--- config.mk ---
export PLATFORM = sky130hd
export DESIGN_NAME = mac_result_accumulator
export DESIGN_NICKNAME = d
export VERILOG_FILES = /design/src/rtl/mac_result_accumulator.sv
export SDC_FILE = /design/constraint.sdc
export NUM_CORES = 1
export LEC_CHECK = 0
export ABC_AREA = 1
export BUFFER_PORTS_ARGS = -buffer_cell sky130_fd_sc_hd__buf_2
export CORE_MARGIN = 2
export CORE_UTILIZATION = 35
export CTS_CLUSTER_DIAMETER = 60
export DETAILED_ROUTE_END_ITERATION = 12
export PLACE_DENSITY = 0.57
export SLEW_MARGIN = 20
export SYNTH_ARGS = -nofsm -noshare
export SYNTH_HDL_FRONTEND = slang
export SYNTH_SLANG_ARGS = --single-unit
--- constraint.sdc ---
create_clock -name clk -period 3.36 [get_ports clk]
set_clock_uncertainty 0.15 [all_clocks]
set_input_delay 0.168 -clock clk [delete_from_list [all_inputs] [get_ports clk]]
set_output_delay 0.168 -clock clk [all_outputs]
set_load 0.03 [all_outputs]
--- src/rtl/mac_result_accumulator.sv ---
// Frame accumulator for the multiply-add stage: sums unsigned terms until in_last,
// then holds the saturated total, term count and overflow flag until the consumer takes it.
module mac_result_accumulator #(
  parameter int IN_W    = 24,
  parameter int ACC_W   = 32,
  parameter int COUNT_W = 16
) (
  input  logic               clk,
  input  logic               rst_n,
  input  logic               in_valid,
  output logic               in_ready,
  input  logic [IN_W-1:0]    in_data,
  input  logic               in_last,
  output logic               out_valid,
  input  logic               out_ready,
  output logic [ACC_W-1:0]   out_data,
  output logic [COUNT_W-1:0] out_count,
  output logic               out_overflow
);

  // state | meaning
  // ACC   | accepting terms, accumulating the current frame
  // OUT   | frame result presented, waiting for out_ready
  typedef enum logic {S_ACC, S_OUT} state_t;

  state_t             state_q, state_d;
  logic [ACC_W-1:0]   acc_q, acc_d;
  logic [COUNT_W-1:0] cnt_q, cnt_d;
  logic               ovf_q, ovf_d;
  logic               out_valid_q, out_valid_d;
  logic [ACC_W-1:0]   out_data_q, out_data_d;
  logic [COUNT_W-1:0] out_count_q, out_count_d;
  logic               out_ovf_q, out_ovf_d;

  logic [ACC_W:0]     sum_wide;
  logic               carry;
  logic [ACC_W-1:0]   sum_sat;
  logic [COUNT_W-1:0] cnt_inc;
  logic               accept;

  assign in_ready = (state_q == S_ACC);
  assign accept   = in_valid && in_ready;

  // An accumulator already pinned at all-ones counts as a carry so ovf stays honest.
  assign sum_wide = {1'b0, acc_q} + {{(ACC_W + 1 - IN_W){1'b0}}, in_data};
  assign carry    = sum_wide[ACC_W] | (&acc_q);
  assign sum_sat  = carry ? {ACC_W{1'b1}} : sum_wide[ACC_W-1:0];
  assign cnt_inc  = (&cnt_q) ? cnt_q : cnt_q + COUNT_W'(1);

  always_comb begin
    state_d     = state_q;
    acc_d       = acc_q;
    cnt_d       = cnt_q;
    ovf_d       = ovf_q;
    out_valid_d = out_valid_q;
    out_data_d  = out_data_q;
    out_count_d = out_count_q;
    out_ovf_d   = out_ovf_q;
    case (state_q)
      S_ACC: begin
        if (accept) begin
          if (in_last) begin
            out_data_d  = sum_sat;
            out_count_d = cnt_inc;
            out_ovf_d   = ovf_q | carry;
            out_valid_d = 1'b1;
            acc_d       = '0;
            cnt_d       = '0;
            ovf_d       = 1'b0;
            state_d     = S_OUT;
          end else begin
            acc_d = sum_sat;
            cnt_d = cnt_inc;
            ovf_d = ovf_q | carry;
          end
        end
      end
      S_OUT: begin
        if (out_valid_q && out_ready) begin
          out_valid_d = 1'b0;
          state_d     = S_ACC;
        end
      end
      default: state_d = S_ACC;
    endcase
  end

  always_ff @(posedge clk) begin
    if (!rst_n) begin
      state_q     <= S_ACC;
      acc_q       <= '0;
      cnt_q       <= '0;
      ovf_q       <= 1'b0;
      out_valid_q <= 1'b0;
      out_data_q  <= '0;
      out_count_q <= '0;
      out_ovf_q   <= 1'b0;
    end else begin
      state_q     <= state_d;
      acc_q       <= acc_d;
      cnt_q       <= cnt_d;
      ovf_q       <= ovf_d;
      out_valid_q <= out_valid_d;
      out_data_q  <= out_data_d;
      out_count_q <= out_count_d;
      out_ovf_q   <= out_ovf_d;
    end
  end

  assign out_valid    = out_valid_q;
  assign out_data     = out_data_q;
  assign out_count    = out_count_q;
  assign out_overflow = out_ovf_q;

endmodule

Word level (Yosys, flattened, before mapping)
Index checks and enable logic that the tools add are counted.
Storage, ports and cells
  register bits: 100
  input bits: 29
Operators by class
  bitwise gates (word level): 3
  reductions and logical operators: 7
  muxes and demuxes: 13
  add/sub/neg operators: 2
  equal/unequal tests: 3
Operators with widths (number)
  $mux W32: 2
  $add A32 B24 Y33: 1
  $mux W16: 2
  $reduce_and A32 Y1: 1
  $add A16 B1 Y16 const B: 1
  $reduce_and A16 Y1: 1
  $mux W1: 7
  $ne A2 B1 Y1 const B: 3
  $reduce_and A3 Y1: 2
  $pmux W1 S2: 2
  $logic_and A1 B1 Y1: 2
  $or A1 B1 Y1: 2
  $reduce_and A2 Y1: 1
  $not A1 Y1: 1

Longest topological paths before layout
Gate-level depths: netlist of run 1.
  depth in word-level cells: 4
  gate-level depth with buffers: 15

Worst setup path before layout of run 1
Ideal clock, no wire load.
  path kind: flip-flop to flip-flop
  start point: register acc_q[0]
  end point: register out_data_q[13] (netlist: out_data[13])
  arrival: 1.919 ns
  buffers on the path: 1
  setup slack: 1.174 ns
  stages on the path, launching flop included: 13
  cell sequence: dfxtp_1 > ha_1 > fa_1 > nand2_1 > nand2_1 > nand3_1 > nand2_1 > nand2_2 > nand4_2 > nand2_4 > buf_6 > nand2_2 > a22o_1
Between the ends
  longest elaborated chain between the ends: 3
RTL lines
  start, declared: RTL line 27  | logic [ACC_W-1:0] acc_q, acc_d;
  start signal, assigned: RTL line 91  | acc_q <= '0;
  start signal, assigned: RTL line 100  | acc_q <= acc_d;
  $add A32 B24 Y33 or $reduce_and A32 Y1 (tied branches): RTL line 45, 46
  $or A1 B1 Y1: RTL line 46  | assign carry = sum_wide[ACC_W] | (&acc_q);
  $mux W32 *: RTL line 47  | assign sum_sat = carry ? {ACC_W{1'b1}} : sum_wide[ACC_W-1:0];
  end signal, assigned: RTL line 104  | out_data_q <= out_data_d;
  end, declared: RTL line 31  | logic [ACC_W-1:0] out_data_q, out_data_d;
Every way passes the cells marked *; elsewhere a longest branch is shown, timed or not.
A chain may end at the register's enable or synchronous reset.

Worst setup path after layout of run 1
  start point: register acc_q[0]
  end point: register out_data_q[21] (netlist: out_data[21])
The elaborated chain is that of the path after synthesis.

==> summary.md, run 1 <==
| Metric | Value |
|---|---|
| Pleak | `3.696 nW` |
| Vias in the first global route | `5,977` |
| Die W | `138.8 microns` |
| Max Buffers Root-to-Sink | `2` |
| Initial Util | `35.55%` |
| Slew Limit Fails | `0` |
| Mapped cell area | `6364 sq um` |
| Sw Share | `32.07%` |
| Setup-failing EPs final | `0` |
| Num CTS Buffers | `9` |
| Unrepaired setup endpoints after global routing | `false` |
| Buf/Inv on CP | `0` |
| WL/cell | `14.27 microns` |
| DRT Pass-1 Iters | `6` |
| CP startpoint | `acc_q[0]` |
| Initial antenna violation count | `0` |
| Psw | `0.9027 mW` |
| Die area | `19,280 sq um` |
| DR WL met2 | `8778 microns` |
| FP Rows | `49` |
| Clk sinks | `100` |
| Hold/Removal Path Class | `in -> reg` |
| Residual DRC | `0` |
| Vias | `6,270` |
| Clock slew at reported path FFs | `0.08 ns` |
| Critical path data required time | `3.45 ns` |
| Detailed Route WL | `18,870 microns` |
| Most used cell, CP | `nand2_1` |
| Post-DRT Antenna Nets | `0` |
| CTS tree | `built` |
| CP max stage cell | `fa_1` |
| Pint | `1.912 mW` |
| Hold path startpoint | `in_last` |
| Crit-path max FO | `16` |
| Max_slew headroom | `52.63%` |
| Setup TNS | `0 ns` |
| GRT overflow | `0` |
| Syn Area/Cell | `6.233 sq um` |
| Final Cycle Share | `75.84%` |
| Seq/Total Area, Yosys | `31.46%` |
| Top Ports | `80` |
| CP Launch Type | `flip-flop` |
| All-Layer GR Usage | `19.98%` |
| Clock network power share | `36.7%` |
| Post-DP Area | `6953 sq um` |
| DR top layer | `met4` |
| Reg power frac | `44.7%` |
| Final HPWL from detailed placement | `14,340 microns` |
| # H-tree levels | `3` |
| Finished layout cell area | `7286 sq um` |
| Synth-to-Final Area Change | `14.49%` |
| Buffers on Ports | `79` |
| Drt via density | `4.739` |
| Largest net degree at the start of global routing | `51` |
| Worst vdd ir | `0.0002715 V` |
| Die Ht | `138.8 microns` |
| Synth warn | `0` |
| Fmax | `392.4 MHz` |
| Met1 Routed Length | `8743 microns` |
| Core Util, Final | `40.70%` |
| Cell depth of the worst setup path | `12` |
| Top delay family on crit path | `simple AND/OR/NAND/NOR gates` |
| Run status | `complete, no violations` |
| Worst-margin pin slew | `0.7089 ns` |
| First-pass GRT wire length | `31,060 microns` |
| Power Density | `386.4 nW/um^2` |
| Crit Path Category | `reg -> reg` |
| Slowest stage delay, CP | `0.45 ns` |
| Ratio of cells with drive above 1 in the final layout | `14.17%` |
| Placer Congestion | `0.9501` |
| Initial drt markers | `351` |
| Routed length on met3 | `1001 microns` |
| Logic pwr share | `18.7%` |
| Synth cell types | `34` |
| R2R depth | `12` |
| Yosys reg bits | `100` |
| Syn_nets | `1,076` |
| Crit end category | `flip-flop` |
| Final Hold Fails | `0` |
| Hold path depth | `4` |
| R2r startpoint | `acc_q[0]` |
| Crit-path cells | `ha_1, fa_1, nand2_1, nand2_1, nand3_1, nand2_1, nand2_1, nand2_1, nand2_1, nand3_2, o21ai_0, nand2_1` |
| Cell Count Post-Placement | `1,305` |
| Pwr Total | `2.815 mW` |
| Ant diodes | `0` |
| Root buf cell | `clkbuf_16` |
| Final nets | `1,144` |
| Clk_lat worst skew | `0.36 ns` |
| Core ar. | `17,900 sq um` |
| Syn Inst Count | `1,021` |
| Final Non-Filler Cells | `1,323` |
| Tmin final | `2.548 ns` |
| Max-cap violations | `0` |
| CP arrival | `2.64 ns` |
## synth_stat cells
cell type | n | area share (%)
nand2_1 | 408 | 24
inv_1 | 148 | 8.7
dfxtp_1 | 100 | 31
nor2_1 | 63 | 3.7
a21oi_1 | 57 | 4.5
nand3_1 | 39 | 3.1
a22o_1 | 25 | 3.4
ha_1 | 25 | 4.9
nand2_2 | 18 | 1.8
clkbuf_1 | 15 | 0.88
o21ai_1 | 15 | 1.2
xor2_1 | 13 | 1.8
a21oi_2 | 11 | 1.5
nand4_1 | 11 | 1.1
nor3_1 | 11 | 0.87
o21ai_0 | 9 | 0.71
buf_2 | 8 | 0.63
nand3_2 | 8 | 1.3
inv_2 | 7 | 0.41
xnor2_1 | 6 | 0.83
buf_6 | 3 | 0.53
nand3b_1 | 3 | 0.35
nor2_2 | 3 | 0.29
nor3_2 | 3 | 0.47
buf_1 | 2 | 0.12
clkinv_1 | 2 | 0.12
a31oi_1 | 1 | 0.098
a32o_1 | 1 | 0.16
fa_1 | 1 | 0.31
nand2_4 | 1 | 0.18
nand4_2 | 1 | 0.20
nor2_4 | 1 | 0.18
or2_0 | 1 | 0.098
or2_1 | 1 | 0.098
## layout by cell type, fill, tap and decap left out, types with 2 or more instances in the layout
cell / instances
nor2_4: 3
nand3_2: 8
nand2_1: 408
o21ai_0: 9
clkinv_1: 2
dfxtp_1: 100
inv_6: 2
inv_1: 148
nor2_2: 3
a21oi_1: 57
xor2_1: 13
xnor2_1: 6
nor3_2: 3
nand3b_1: 3
ha_1: 25
nor3_1: 11
o21ai_1: 15
buf_2: 79
inv_2: 7
buf_4: 4
nor2_1: 61
nand4_1: 11
nand3_1: 39
clkbuf_16: 9
a21oi_2: 11
a22o_1: 25
nand2_2: 18
clkinv_4: 2
## kinds of logic after synthesis
kind of cell | Yosys count | synth area share, %
buffers and inverters | 185 | 11.42
adder cells (fa/ha/maj) | 26 | 5.230
flip-flops | 100 | 31.46
AND/OR/NAND/NOR | 572 | 37.69
XOR/XNOR | 19 | 2.615
AO/OA/AOI/OAI | 119 | 11.58
## state kept, by name (all words and copies together) (netlist names)
| signal | cells |
|---|---|
| out_data | 32 |
| ovf_q | 1 |
| cnt_q | 16 |
| out_valid | 1 |
| state_q | 1 |
| out_count | 16 |
| acc_q | 32 |
| out_overflow | 1 |
## metal layers
layer  up-vias  track usage (%)
met4         0            5.051
met1      2772            26.56
li1       3311                -
met5         -                0
met2       164            33.16
met3        23            4.213
## area by class of cell
| type | instances | area (sq um) |
|---|---|---|
| multi-input combinational | 736 | 3650 |
| fill | 1985 | 10620 |
| clock buffer | 9 | 225.2 |
| timing repair buffer | 85 | 462.9 |
| clock inverter | 7 | 70.07 |
| inverter | 157 | 589.3 |
| tap | 229 | 286.5 |
| sequential | 100 | 2002 |
## stage by stage
stage	setup slack (ns)	hold WS (ns)
2_1_floorplan	1.174	0.1837
4_1_cts	0.7772	0.01998
3_5_place_dp	0.7944	0.2851
6_report	0.8116	0.02151
3_3_place_gp	0.8306	0.2846
5_1_grt	0.5543	0.02500
## worst paths after layout
kind	to	slack [ns]
max	out_data[21]	0.81
min	cnt_q[1]	0.02
max reg2reg	out_data[21]	0.81
min reg2reg	out_count[8]	0.30
## repair_timing
item                                   CTS  global route
endpoints found under the hold margin    2             0
resized for setup                        0             0
hold buffers                             1             0
setup buffers                            0             0
## power by group through the flow
stage               Sequential (mW)  Combinational, mW  Clock [mW]
finish                         1.26              0.525        1.03
global route                   1.26              0.588        1.11
floorplan                      1.32              0.328           0
CTS                            1.26              0.522        1.06
global placement               1.29              0.519           0
detailed placement             1.29              0.520           0
## worst register-to-register path: stages (launching register included)
cell,delay (ns)
dfxtp_1,0.33
ha_1,0.22
fa_1,0.45
nand2_1,0.10
nand2_1,0.06
nand3_1,0.08
nand2_1,0.12
nand2_1,0.09
nand2_1,0.09
nand2_1,0.08
nand3_2,0.27
o21ai_0,0.33
nand2_1,0.07
No activity file was read; power rests on OpenSTA's default activity.
==> run 2, diff against run 1 <==
--- a/config.mk
+++ b/config.mk
@@ -11,7 +11,7 @@
 export CORE_UTILIZATION = 35
 export CTS_CLUSTER_DIAMETER = 60
 export DETAILED_ROUTE_END_ITERATION = 12
-export PLACE_DENSITY = 0.57
+export PLACE_DENSITY = 0.59
 export SLEW_MARGIN = 20
 export SYNTH_ARGS = -nofsm -noshare
 export SYNTH_HDL_FRONTEND = slang
==> constraint.sdc (replaced) <==
create_clock -name clk -period 2.3 [get_ports clk]
set_clock_uncertainty 0.15 [all_clocks]
set_input_delay 0.115 -clock clk [delete_from_list [all_inputs] [get_ports clk]]
set_output_delay 0.115 -clock clk [all_outputs]
set_load 0.03 [all_outputs]
==> run 2 against run 1 <==
Non-clock buffer count up 52. Sequential share of layout area shrank 2.6 points. Worst hold slack got worse by 0.0091 ns. Sequential power grew 46%. Power up 52%. Worst setup slack worse by 0.73 ns. Final area increased by 11%. Register-to-register slack lost 0.73 ns. First-iteration DRC count down 9.4%. Wire length is 0.87% higher. Via count rose by 5.5%. Flip-flop and latch count unchanged. Critical endpoint is now out_data[10]. Highest routed layer unchanged.
==> summary.md, run 2 (synthesis results as in run 1) <==
| Metric | Value |
|---|---|
| Hold/Removal Path Class | `in -> reg (unchanged)` |
| Top delay family on crit path | `adder cells (was simple AND/OR/NAND/NOR gates)` |
| R2r startpoint | `acc_q[0] (unchanged)` |
| CP Launch Type | `flip-flop (unchanged)` |
| Die area | `19,280 sq um (unchanged)` |
| Num CTS Buffers | `9 (unchanged)` |
| DRT Pass-1 Iters | `5 (was 6)` |
| Max-cap violations | `0 (unchanged)` |
| Most used cell, CP | `buf_4 (was nand2_1)` |
| Finished layout cell area | `8102 sq um (was 7286 sq um)` |
| Final Cycle Share | `96.33% (was 75.84%)` |
| Largest net degree at the start of global routing | `51 (unchanged)` |
| Initial antenna violation count | `0 (unchanged)` |
| Core ar. | `17,900 sq um (unchanged)` |
| Placer Congestion | `0.9395 (was 0.9501)` |
| Vias in the first global route | `6,164 (was 5,977)` |
| Worst-margin pin slew | `0.6254 ns (was 0.7089 ns)` |
| Fmax | `451.4 MHz (was 392.4 MHz)` |
| Most frequent cells in the layout | `nand2_1 (385), inv_1 (147), dfxtp_1 (88) (was nand2_1 (408), inv_1 (148), dfxtp_1 (100))` |
| Critical path data required time | `2.40 ns (was 3.45 ns)` |
| Post-DP Area | `7338 sq um (was 6953 sq um)` |
| Final HPWL from detailed placement | `14,690 microns (was 14,340 microns)` |
| GRT overflow | `0 (unchanged)` |
| # H-tree levels | `3 (unchanged)` |
| Crit-path cells | `ha_4, fa_2, buf_4, nand3_1, nand3_2, buf_4, xnor2_1, nand2_2, a22o_1 (was ha_1, fa_1, nand2_1, nand2_1, nand3_1, nand2_1, nand2_1, nand2_1, nand2_1, nand3_2, o21ai_0, nand2_1)` |
| CTS tree | `built (unchanged)` |
| Max_slew headroom | `58.30% (was 52.63%)` |
| All-Layer GR Usage | `19.41% (was 19.98%)` |
| Core Util, Final | `45.25% (was 40.70%)` |
| Vias | `6,616 (was 6,270)` |
| Min-Delay Endpoint | `ovf_q (was cnt_q[1])` |
| # fillers | `1,918 (was 1,985)` |
| Hold path startpoint | `rst_n (was in_last)` |
| DP Worst Slack | `-0.07400 ns (was 0.7944 ns)` |
| Final setup margin | `0.08449 ns (was 0.8116 ns)` |
| Detailed Route WL | `19,040 microns (was 18,870 microns)` |
| WHS | `0.01237 ns (was 0.02151 ns)` |
| Post-DRT Antenna Nets | `0 (unchanged)` |
| Slowest stage delay, CP | `0.41 ns (was 0.45 ns)` |
| Clk sinks | `100 (unchanged)` |
| Top Ports | `80 (unchanged)` |
| Unrepaired setup endpoints after global routing | `true (was false)` |
| Crit end category | `flip-flop (unchanged)` |
| Pleak | `4.061 nW (was 3.696 nW)` |
| Ratio of cells with drive above 1 in the final layout | `25.22% (was 14.17%)` |
| CP max stage cell | `fa_2 (was fa_1)` |
| WL/cell | `13.85 microns (was 14.27 microns)` |
| Crit-path max FO | `4 (was 16)` |
| Final nets | `1,196 (was 1,144)` |
| Die W | `138.8 microns (unchanged)` |
| Power Density | `528.7 nW/um^2 (was 386.4 nW/um^2)` |
| Initial Util | `35.55% (unchanged)` |
| Residual DRC | `0 (unchanged)` |
| FP Rows | `49 (unchanged)` |
| Root buf cell | `clkbuf_16 (unchanged)` |
| Slew Limit Fails | `0 (unchanged)` |
| Ant diodes | `0 (unchanged)` |
| Register-to-Register Setup Slack | `0.08 ns (was 0.81 ns)` |
| Max Buffers Root-to-Sink | `2 (unchanged)` |
| Reg-to-Reg End | `out_data[10] (was out_data[21])` |
| R2R depth | `9 (was 12)` |
| Commonest non-fill, non-tap cell in the layout | `nand2_1 (unchanged)` |
| Final Hold Fails | `0 (unchanged)` |
| Synth-to-Final Area Change | `27.31% (was 14.49%)` |
| Die Ht | `138.8 microns (unchanged)` |
| Run status | `complete, no violations (unchanged)` |
| Hold path depth | `5 (was 4)` |
| Tmin final | `2.216 ns (was 2.548 ns)` |
| Buf/Inv on CP | `2 (was 0)` |
| Clk_lat worst skew | `0.35 ns (was 0.36 ns)` |
| Initial drt markers | `318 (was 351)` |
| Crit Path Category | `reg -> reg (unchanged)` |
| Clock slew at reported path FFs | `0.08 ns (about the same)` |
| First-pass GRT wire length | `30,560 microns (was 31,060 microns)` |
| Worst vdd ir | `0.0004827 V (was 0.0002715 V)` |
| CP arrival | `2.31 ns (was 2.64 ns)` |
| Buffers on Ports | `79 (unchanged)` |
| Drt via density | `4.812 (was 4.739)` |
| Setup-failing EPs final | `0 (unchanged)` |
## run 2: cell types whose count changed in the layout (fill, tap and decap cells not counted), moves of 11 or more
| cell | before | now |
|---|---|---|
| nand3_1 | 39 | 28 |
| nor2_2 | 3 | 15 |
| nand2_1 | 408 | 385 |
| dfxtp_2 | 0 | 12 |
| buf_4 | 4 | 50 |
| nand2_2 | 18 | 39 |
| nor2_1 | 61 | 49 |
| dfxtp_1 | 100 | 88 |
## run 2: layer usage
metal	track usage (%)	wire length [microns]	part of all wire, %
met5	0	0	0
met4	6.592	603	3.2
met3	3.177	739	3.9
met2	32.80	8797	46
met1	25.22	8898	47
## run 2: per-stage QoR
step	TNS [ns]	instances	power, mW
after CTS	0	1372	4.240
after global routing	-0.1077	1375	4.490
final	0	1375	4.283
after global placement	-0.2158	1352	2.704
after floorplan	0	1021	2.405
after detailed placement	-1.080	1352	2.707
## run 2: repair_timing
| item | CTS | global route |
|---|---|---|
| endpoints found under the hold margin | 4 | 0 |
| cloned | 0 | 1 |
| setup buffers | 2 | 2 |
| gates resized for setup | 6 | 94 |
| pin swaps | 1 | 8 |
| setup endpoints to repair | 42 | 67 |
| hold buffers | 2 | 0 |
## run 2: worst max path at each step
| stage | to | depth (start not counted) | slack (ns) | from |
|---|---|---|---|---|
| after global routing | out_data[15] | 13 | -0.03 | acc_q[11] |
| final | out_data[10] | 9 | 0.08 | acc_q[0] |
| after floorplan | out_data[13] | 12 | 0.11 | acc_q[0] |
| after global placement | out_data[10] | 12 | -0.03 | acc_q[0] |
| after detailed placement | acc_q[26] | 13 | -0.07 | acc_q[0] |
| after CTS | acc_q[29] | 13 | 0.006 | acc_q[0] |
## run 2: worst register-to-register path: cells and delay by family (launching register included)
family,cells,cell delay (ns)
AO/OA/AOI/OAI,1,0.17
XOR/XNOR,1,0.24
adder cells (fa/ha/maj),2,0.57
buffers and inverters,2,0.32
flip-flops,1,0.34
AND/OR/NAND/NOR,3,0.32
## run 2: where the power goes
part / total [mW] / internal (mW) / switching, mW
combinational: 0.908 / 0.333 / 0.575
sequential: 1.84 / 1.79 / 0.0530
clock: 1.53 / 0.773 / 0.758
## run 2: area by class of cell
cell class / count / area (sq um) / share of cell area [%]
inverters: 157 / 589.3 / 7.274
multi-input cells: 736 / 4006 / 49.45
repair buffers: 137 / 902.1 / 11.14
clock buffers: 9 / 225.2 / 2.780
well taps: 229 / 286.5 / 3.537
flip-flops and latches: 100 / 2017 / 24.90
clock inverters: 7 / 75.07 / 0.9266
